File: src/rtl/sar_ctrl_pkg.sv
// rtl/sar_ctrl_pkg.sv - state encoding and flag helper for sar_compare_ctrl
package sar_ctrl_pkg;

  localparam logic [1:0] ST_IDLE = 2'd0;
  localparam logic [1:0] ST_CMP  = 2'd1;
  localparam logic [1:0] ST_DONE = 2'd2;

  function automatic logic onehot3(input logic lt, input logic eq, input logic gt);
    return (lt & ~eq & ~gt) | (~lt & eq & ~gt) | (~lt & ~eq & gt);
  endfunction

endpackage

File: src/rtl/sar_compare_ctrl.sv
// rtl/sar_compare_ctrl.sv - successive-approximation controller driving an external comparator
// Optional: SAR_EARLY_EXIT_EN ends the search on the first one-hot exact match.
module sar_compare_ctrl #(
  parameter  int WIDTH = 4,
  localparam int SW    = $clog2(WIDTH + 1)
) (
  input  logic             clk,
  input  logic             rst_n,
  input  logic             start,
  input  logic             abort,
  input  logic             cmp_lt,
  input  logic             cmp_eq,
  input  logic             cmp_gt,
  output logic [WIDTH-1:0] trial,
  output logic             busy,
  output logic             done,
  output logic [WIDTH-1:0] result,
  output logic [SW-1:0]    steps,
  output logic             err
);
  import sar_ctrl_pkg::*;

  localparam logic [WIDTH-1:0] MSB_MASK = {1'b1, {(WIDTH-1){1'b0}}};

  logic [1:0]       r_state;
  logic [1:0]       w_state_nx;
  logic [WIDTH-1:0] r_trial;
  logic [WIDTH-1:0] r_mask;
  logic [SW-1:0]    r_cnt;
  logic [WIDTH-1:0] r_result;
  logic [SW-1:0]    r_steps;
  logic             r_err;

  logic             w_onehot;
  logic             w_keep;
  logic             w_last;
  logic             w_hit;
  logic [WIDTH-1:0] w_acc_nx;
  logic [WIDTH-1:0] w_mask_nx;
  logic             w_accept;

  assign w_onehot  = onehot3(cmp_lt, cmp_eq, cmp_gt);
  assign w_keep    = (cmp_lt | cmp_eq) & ~cmp_gt;
  // The accumulated code is always trial with the current mask bit removed or kept.
  assign w_acc_nx  = w_keep ? r_trial : (r_trial & ~r_mask);
  assign w_mask_nx = r_mask >> 1;
  assign w_last    = r_mask[0];
  assign w_accept  = start & ~abort;

`ifdef SAR_EARLY_EXIT_EN
  assign w_hit = cmp_eq & w_onehot;
`else
  assign w_hit = 1'b0;
`endif

  always_ff @(posedge clk or negedge rst_n) begin
    if (!rst_n) begin
      r_state <= ST_IDLE;
    end else begin
      r_state <= w_state_nx;
    end
  end

  always_comb begin
    w_state_nx = r_state;
    case (r_state)
      ST_IDLE: if (w_accept) w_state_nx = ST_CMP;
      ST_CMP: begin
        if (abort) begin
          w_state_nx = ST_IDLE;
        end else if (w_hit || w_last) begin
          w_state_nx = ST_DONE;
        end
      end
      ST_DONE: w_state_nx = ST_IDLE;
      default: w_state_nx = ST_IDLE;
    endcase
  end

  always_comb begin
    busy = (r_state == ST_CMP);
    done = (r_state == ST_DONE);
  end

  always_ff @(posedge clk or negedge rst_n) begin
    if (!rst_n) begin
      r_trial  <= '0;
      r_mask   <= '0;
      r_cnt    <= '0;
      r_result <= '0;
      r_steps  <= '0;
      r_err    <= 1'b0;
    end else begin
      case (r_state)
        ST_IDLE: begin
          if (w_accept) begin
            r_trial <= MSB_MASK;
            r_mask  <= MSB_MASK;
            r_cnt   <= '0;
            r_err   <= 1'b0;
          end
        end
        ST_CMP: begin
          if (!abort) begin
            r_cnt <= r_cnt + 1'b1;
            if (!w_onehot) r_err <= 1'b1;
            if (w_hit) begin
              r_result <= r_trial;
              r_steps  <= r_cnt + 1'b1;
            end else begin
              r_mask  <= w_mask_nx;
              r_trial <= w_acc_nx | w_mask_nx;
              if (w_last) begin
                r_result <= w_acc_nx;
                r_steps  <= r_cnt + 1'b1;
              end
            end
          end
        end
        default: ;
      endcase
    end
  end

  assign trial  = r_trial;
  assign result = r_result;
  assign steps  = r_steps;
  assign err    = r_err;

endmodule

File: config.mk
export PLATFORM = sky130hd
export DESIGN_NAME = sar_compare_ctrl
export DESIGN_NICKNAME = d
export VERILOG_FILES = /design/src/rtl/sar_ctrl_pkg.sv /design/src/rtl/sar_compare_ctrl.sv
export SDC_FILE = /design/constraint.sdc
export NUM_CORES = 1
export LEC_CHECK = 0
export CAP_MARGIN = 5
export CORE_MARGIN = 4
export CORE_UTILIZATION = 52
export CTS_CLUSTER_SIZE = 20
export DETAILED_ROUTE_END_ITERATION = 16
export PLACE_DENSITY = 0.82
export SLEW_MARGIN = 20
export SYNTH_ARGS = -nofsm -noshare
export SYNTH_HDL_FRONTEND = slang
export SYNTH_SLANG_ARGS = --single-unit
File: constraint.sdc
create_clock -name clk -period 3.1 [get_ports clk]
set_input_delay 0.775 -clock clk [delete_from_list [all_inputs] [get_ports clk]]
set_output_delay 0.775 -clock clk [all_outputs]
set_load 0.05 [all_outputs]
==> impl_results.md, run 1 <==
* RSZ-0062 raised after global routing: false
* Largest net degree at the start of global routing at 22
* # rows at 15
* Core Box Area at 0.00173 sq mm
* Most frequent cells in the layout: dfrtp_1 (21), clkdlybuf4s50_1 (20), nand2_1 (19)
* Htree depth at 1
* Vias in the first global route at 721
* Hold Path Class: flop to flop
* DRT Wirelength at 1770 um
* CP bufs+invs at 2
* Worst-path fanout max at 8
* Wire per inst at 12.3 um
* CP Capture Type: output pin
* Syn Area/Cell at 9.89 sq um
* Max transition margin at 0.630
* Crit path depth at 3
* Worst reg2reg startpoint: r_state[1]
* Detailed-router iteration count before antenna repair at 4
* Post-synth top area cell: dfrtp_1
* Highest Clock Rate at 385 MHz
* Max-slew violation count at 0
* Seq pwr share at 0.447
* Synth-to-layout area growth at 26.2%
* DP HPWL at 1420 um
* Place WS at 0.816 ns
* Clk_skew at 0.00137 ns
* Hold depth at 2
* Fin crit share at 0.838
* CTS Buf Count at 3
* Slowest library cell on the worst path: clkdlybuf4s50_1
* Worst-Skew Late Latency at 0.29 ns
* Least-Margin Pin Slew at 0.553 ns
* Synth Instances at 96
* Fin nets at 128
* Antenna Violating Nets Remaining at 0
* Sequential area share after synthesis at 0.553
* Switch Pwr at 338 uW
* Top cell type's share of synthesized area at 0.553
* Setup TNS at 0 ns
* Critical Path RT at 2.32 ns
* Critical path arrival at 1.82 ns
* Hold EP: result[2]
* CTS sink cnt at 21
* Clock buffer depth at 2
* Critical path's largest stage delay at 0.81 ns
* CTS resizes at 0
* Hold-fix buffers, CTS at 0
* Internal power at 499 uW
* Mapped Nets at 104
* Setup violators final at 0
* Switching part of the total at 0.404
* Maximum vdd ir drop at 386 uV
* Hold Crit Start: result[2]
* Distinct cells, synth at 25
* Clock root buffer: clkbuf_4
* Leakage power at 0.000547 uW
* Top layer in use: met4
* Die H at 50.7 um
* Post-CTS Setup Bufs at 0
* M1 WL at 873 um
* Port bufs at 20
* Gr ovfl total at 0
* Final worst setup slack at 0.503 ns
* Ys Warns at 0
* Crit start category: flop
* Die ar. at 0.00257 sq mm
* Commonest non-fill, non-tap cell in the layout: dfrtp_1
* Class of the most critical setup path: flop to output pin
* # Max-Cap Violations at 0
* Internal reg-to-reg setup slack at 1.69 ns
* Via density at 5.18
* PD cells at 699 mW/mm^2
* Run status: finished, final reports clean
* Worst-path clk slew at 0.11 ns
* Layout cell share with drive strength beyond 1 at 0.0588
* Synthesized area at 950 sq um
* Synth area leaders: dfrtp_1 (55%), nand2_1 (7.5%), o21ai_0 (5.8%)
* Clock network power share at 0.151
* Met2 wire len at 810 um
* ANT cells at 0
* Post-route DRC at 0
* First-pass GRT wire length at 3050 um
* Die width at 50.7 um
* # IOs at 21
* Synth Register Bits at 21
* Antenna violations before repair at 0
* Detailed route wirelength on metal3 at 75 um
* Crit-path cells: inv_1, nor2_1, clkdlybuf4s50_1
* Hold Vio Cnt, Final at 0
* Total GRT Usage at 0.155
* Initial detailed-routing violation count at 9
* Initial core utilization at 0.550
* R2R Path End: result[1]
* Comb pwr share at 0.402
* R2R depth at 4
* CTS tree: yes
* Shortest period the worst path allows at 2.60 ns
* Placer Congestion at 0.796
* Routed via count at 746
* Critical path's top delay family: buffers and inverters
-- metal layers --
layer,vias to the layer above,track usage
met4,0,0.0404
met5,-,0
met1,350,0.215
met2,15,0.248
met3,2,0.0297
li1,379,-
-- cell usage after synthesis --
master and n:
a2111o_1 1, a21oi_1 3, a22o_1 2, a31oi_1 2, buf_2 1, buf_6 1
clkinv_1 1, dfrtp_1 21, ha_1 1, inv_1 5, mux2_2 1, mux2i_1 1
nand2_1 19, nand2b_1 2, nand3_1 4, nand4bb_1 1, nor2_1 6, nor2b_1 2
nor3b_1 1, nor3b_2 1, o211ai_1 6, o21ai_0 11, o21ba_2 1, or2_1 1
xor2_1 1
-- metrics by stage --
| stage | hold slack, ns | total power, uW | instances | utilization | cell area (sq um) |
|---|---|---|---|---|---|
| after global placement | 0.457 | 713 | 140 | 0.679 | 1170 |
| after global routing | 0.521 | 885 | 144 | 0.694 | 1200 |
| after CTS | 0.489 | 843 | 144 | 0.694 | 1200 |
| final | 0.488 | 838 | 144 | 0.694 | 1200 |
| after floorplan | 0.470 | 595 | 96 | - | 950 |
| after detailed placement | 0.465 | 719 | 140 | 0.679 | 1170 |
-- tightest hold or removal path: cells and delay by family (launching register included) --
| family | cells | cell delay (ns) |
|---|---|---|
| flops | 1 | 0.36 |
| simple gates | 2 | 0.10 |
-- power by group through the flow --
| stage | Combinational [uW] | Sequential (uW) | Clock, uW |
|---|---|---|---|
| final | 337 | 374 | 127 |
| after global routing | 359 | 382 | 144 |
| after CTS | 340 | 374 | 129 |
| after detailed placement | 338 | 380 | 0 |
| after global placement | 334 | 378 | 0 |
| after floorplan | 86.4 | 509 | 0 |
-- final cells by class --
type	count	area, sq um
inverters	6	22.5
repair buffers	21	208
flip-flops and latches	21	526
multi-input cells	67	385
well taps	25	31.3
clock buffers	4	26.3
fillers	140	528
-- logic make-up (layout without fill, tap and decap cells) --
family          count (synthesis)  after routing  synth area share
compound gates                 26             26             0.175
simple gates                   37             37             0.186
xor+xnor                        1              1           0.00922
mux                             2              2            0.0224
flops                          21             21             0.553
fa+ha+maj                       1              1            0.0132
buf+inv                         8             31            0.0408
-- state kept, by name (all words and copies together), names as in the netlist --
register  flops
err           1
r_cnt         3
r_mask        4
r_state       2
result        4
steps         3
trial         4
-- worst max path at each step --
stage            to  startpoint  slack (ns)
4_1_cts        busy  r_state[0]        0.48
5_1_grt        busy  r_state[0]        0.43
3_5_place_dp   busy  r_state[0]        0.82
2_1_floorplan  busy  r_state[0]        1.14
6_report       busy  r_state[0]        0.50
3_3_place_gp   busy  r_state[0]        0.82
(Power assumes the default switching activity.)
==> inputs of run 2 (changes only) <==
--- a/config.mk
+++ b/config.mk
@@ -7,10 +7,10 @@
 export LEC_CHECK = 0
 export CAP_MARGIN = 5
 export CORE_MARGIN = 4
-export CORE_UTILIZATION = 52
+export CORE_UTILIZATION = 43
 export CTS_CLUSTER_SIZE = 20
 export DETAILED_ROUTE_END_ITERATION = 16
-export PLACE_DENSITY = 0.82
+export PLACE_DENSITY = 0.72
 export SLEW_MARGIN = 20
 export SYNTH_ARGS = -nofsm -noshare
 export SYNTH_HDL_FRONTEND = slang
==> constraint.sdc (replaced) <==
create_clock -name clk -period 2.1 [get_ports clk]
set_input_delay 0.525 -clock clk [delete_from_list [all_inputs] [get_ports clk]]
set_output_delay 0.525 -clock clk [all_outputs]
set_load 0.05 [all_outputs]
==> run 2 against run 1 <==
Against the previous run:
- register-to-register slack worse by 0.99 ns
- core utilization shrank 8.5 points
- count of clock-buffer cells in the layout unchanged
- via count rose by 5.1%
- sequential power grew 47%
- sequential share of layout area down 1.2 points
- clock power is 52% higher
- total power grew 49%
- flip-flop and latch count did not move
- final cell count increased by 2.8%
- design area increased by 2.7%
- critical path type unchanged
- largest cell class unchanged
==> impl_results.md, run 2 (synthesis results as in run 1) <==
* Run status: finished, final reports clean (unchanged)
* # IOs at 21 (unchanged)
* Fin nets at 130 (was 128)
* Clock network power share at 0.155 (was 0.151)
* Hold-fix buffers, CTS at 0 (unchanged)
* Shortest period the worst path allows at 2.02 ns
* Class of the most critical setup path: flop to output pin (unchanged)
* Die width at 55.0 um (was 50.7 um)
* Worst-Skew Late Latency at 0.30 ns (was 0.29 ns)
* Max transition margin at 0.664 (was 0.630)
* Critical path's top delay family: buffers and inverters (unchanged)
* Global Route met3 Usage at 0.0349 (was 0.0297)
* DP HPWL at 1420 um (about the same)
* Setup violators final at 0 (unchanged)
* Core Box Area at 0.00202 sq mm (was 0.00173 sq mm)
* Hold Vio Cnt, Final at 0 (unchanged)
* Switch Pwr at 503 uW (was 338 uW)
* Setup TNS at 0 ns (unchanged)
* RSZ-0062 raised after global routing: false (unchanged)
* Critical path arrival at 1.49 ns (was 1.82 ns)
* Initial detailed-routing violation count at 14 (was 9)
* Detailed-router iteration count before antenna repair at 4 (unchanged)
* Layout cell share with drive strength beyond 1 at 0.0909 (was 0.0588)
* Antenna violations before repair at 0 (unchanged)
* ANT cells at 0 (unchanged)
* Port bufs at 20 (unchanged)
* Area of the multi-input gates at 385 sq um (unchanged)
* GRT busiest layer: met2 (unchanged)
* Least-Margin Pin Slew at 0.503 ns (was 0.553 ns)
* Seq pwr share at 0.441 (was 0.447)
* Via density at 5.30 (was 5.18)
* Placer Congestion at 0.812 (was 0.796)
* DRT Wirelength at 1950 um (was 1770 um)
* CTS tree: yes (unchanged)
* Internal reg-to-reg setup slack at 0.70 ns (was 1.69 ns)
* Hold Crit Start: result[2] (unchanged)
* Total GRT Usage at 0.153 (was 0.155)
* Gr ovfl total at 0 (unchanged)
* Clk_skew at 0.00411 ns (was 0.00137 ns)
* Hold Path Class: flop to flop (unchanged)
* Internal power at 741 uW (was 499 uW)
* Crit-path cells: clkdlybuf4s50_1 (was inv_1, nor2_1, clkdlybuf4s50_1)
* Maximum vdd ir drop at 514 uV (was 386 uV)
* CP Capture Type: output pin (unchanged)
* Critical Path RT at 1.57 ns (was 2.32 ns)
* Synth-to-layout area growth at 29.6% (was 26.2%)
* Die ar. at 0.00302 sq mm (was 0.00257 sq mm)
* Clock buffer depth at 2 (unchanged)
* Vias in the first global route at 737 (was 721)
* First-pass GRT wire length at 3220 um (was 3050 um)
* CTS Buf Count at 3 (unchanged)
* Met1 Usage GRT at 0.201 (was 0.215)
* Max-slew violation count at 0 (unchanged)
* Fillcell total at 184 (was 140)
* CTS sink cnt at 21 (unchanged)
* Worst-path clk slew at 0.12 ns (was 0.11 ns)
* # Max-Cap Violations at 0 (unchanged)
* Crit start category: flop (unchanged)
* Post-route DRC at 0 (unchanged)
* Worst-path fanout max at 3 (was 8)
* Leakage power at 0.000610 uW (was 0.000547 uW)
* Die H at 55.0 um (was 50.7 um)
* Clock root buffer: clkbuf_4 (unchanged)
* # rows at 16 (was 15)
* Initial core utilization at 0.470 (was 0.550)
* Comb pwr share at 0.403 (was 0.402)
* Htree depth at 1 (unchanged)
* Critical path's largest stage delay at 0.81 ns (about the same)
* Total power at 1240 uW (was 838 uW)
* Highest Clock Rate at 495 MHz
* Antenna Violating Nets Remaining at 0 (unchanged)
* Commonest non-fill, non-tap cell in the layout: dfrtp_1 (unchanged)
* Switching part of the total at 0.405 (was 0.404)
* Dpl cell area at 0.00120 sq mm (was 0.00117 sq mm)
* Finished Layout Cells at 148 (was 144)
* Cell area after layout at 0.00123 sq mm (was 0.00120 sq mm)
* Slowest library cell on the worst path: clkdlybuf4s50_1 (unchanged)
* Largest net degree at the start of global routing at 22 (unchanged)
* Crit path from: trial[3] (was r_state[0])
* Routing usage on met2 at 0.226 (was 0.248)
* Most frequent cells in the layout: dfrtp_1 (21), nand2_1 (19), clkdlybuf4s50_1 (15) (was dfrtp_1 (21), clkdlybuf4s50_1 (20), nand2_1 (19))
* Worst reg2reg startpoint: r_state[1] (unchanged)
* Fin crit share at 0.962
* CP bufs+invs at 1 (was 2)
* Wire per inst at 13.2 um (was 12.3 um)
* Routed via count at 784 (was 746)
* PD cells at 1010 mW/mm^2 (was 699 mW/mm^2)
* DP Cell Count at 144 (was 140)
* FF+latch area at 526 sq um (unchanged)
==> run 2: power by group through the flow <==
stage               Clock (uW)  Combinational (uW)  Sequential (uW)
floorplan                    0                 128              751
global placement             0                 500              555
detailed placement           0                 505              558
CTS                        203                 507              549
global route               221                 537              562
finish                     193                 502              549
==> run 2: final cells by class <==
class | count | share of cell area
Inverter | 6 | 0.0183
Clock buffer | 4 | 0.0213
Multi-Input combinational cell | 67 | 0.313
Timing Repair Buffer | 23 | 0.193
Tap cell | 27 | 0.0274
Sequential cell | 21 | 0.427
==> run 2: final timing paths <==
kind / end / cells past startpoint
worst max-delay path: trial[3] / 1
worst min-delay path: result[2] / 2
worst max register to register: err / 3
worst min register to register: result[2] / 2
max in group asynchronous: r_state[0] / 2
min in group asynchronous: result[2] / 2
==> run 2: per-layer routing <==
layer / wire length (um) / up-vias
met5: 0 / -
met4: 18 / 0
met3: 150 / 2
met2: 901 / 39
met1: 884 / 360
li1: - / 383
==> run 2: metrics by stage <==
stage	worst slack [ns]	utilization	hold WS, ns
6_report	0.0804	0.609	0.482
5_1_grt	0.00810	0.609	0.513
4_1_cts	0.0202	0.605	0.493
3_5_place_dp	0.175	0.592	0.465
3_3_place_gp	0.214	0.592	0.451
2_1_floorplan	0.394	-	0.229
==> run 2: repair_timing <==
action	4_1_cts	5_1_grt
resized for setup	0	3
setup buffers	0	0
setup endpoints to repair	0	3
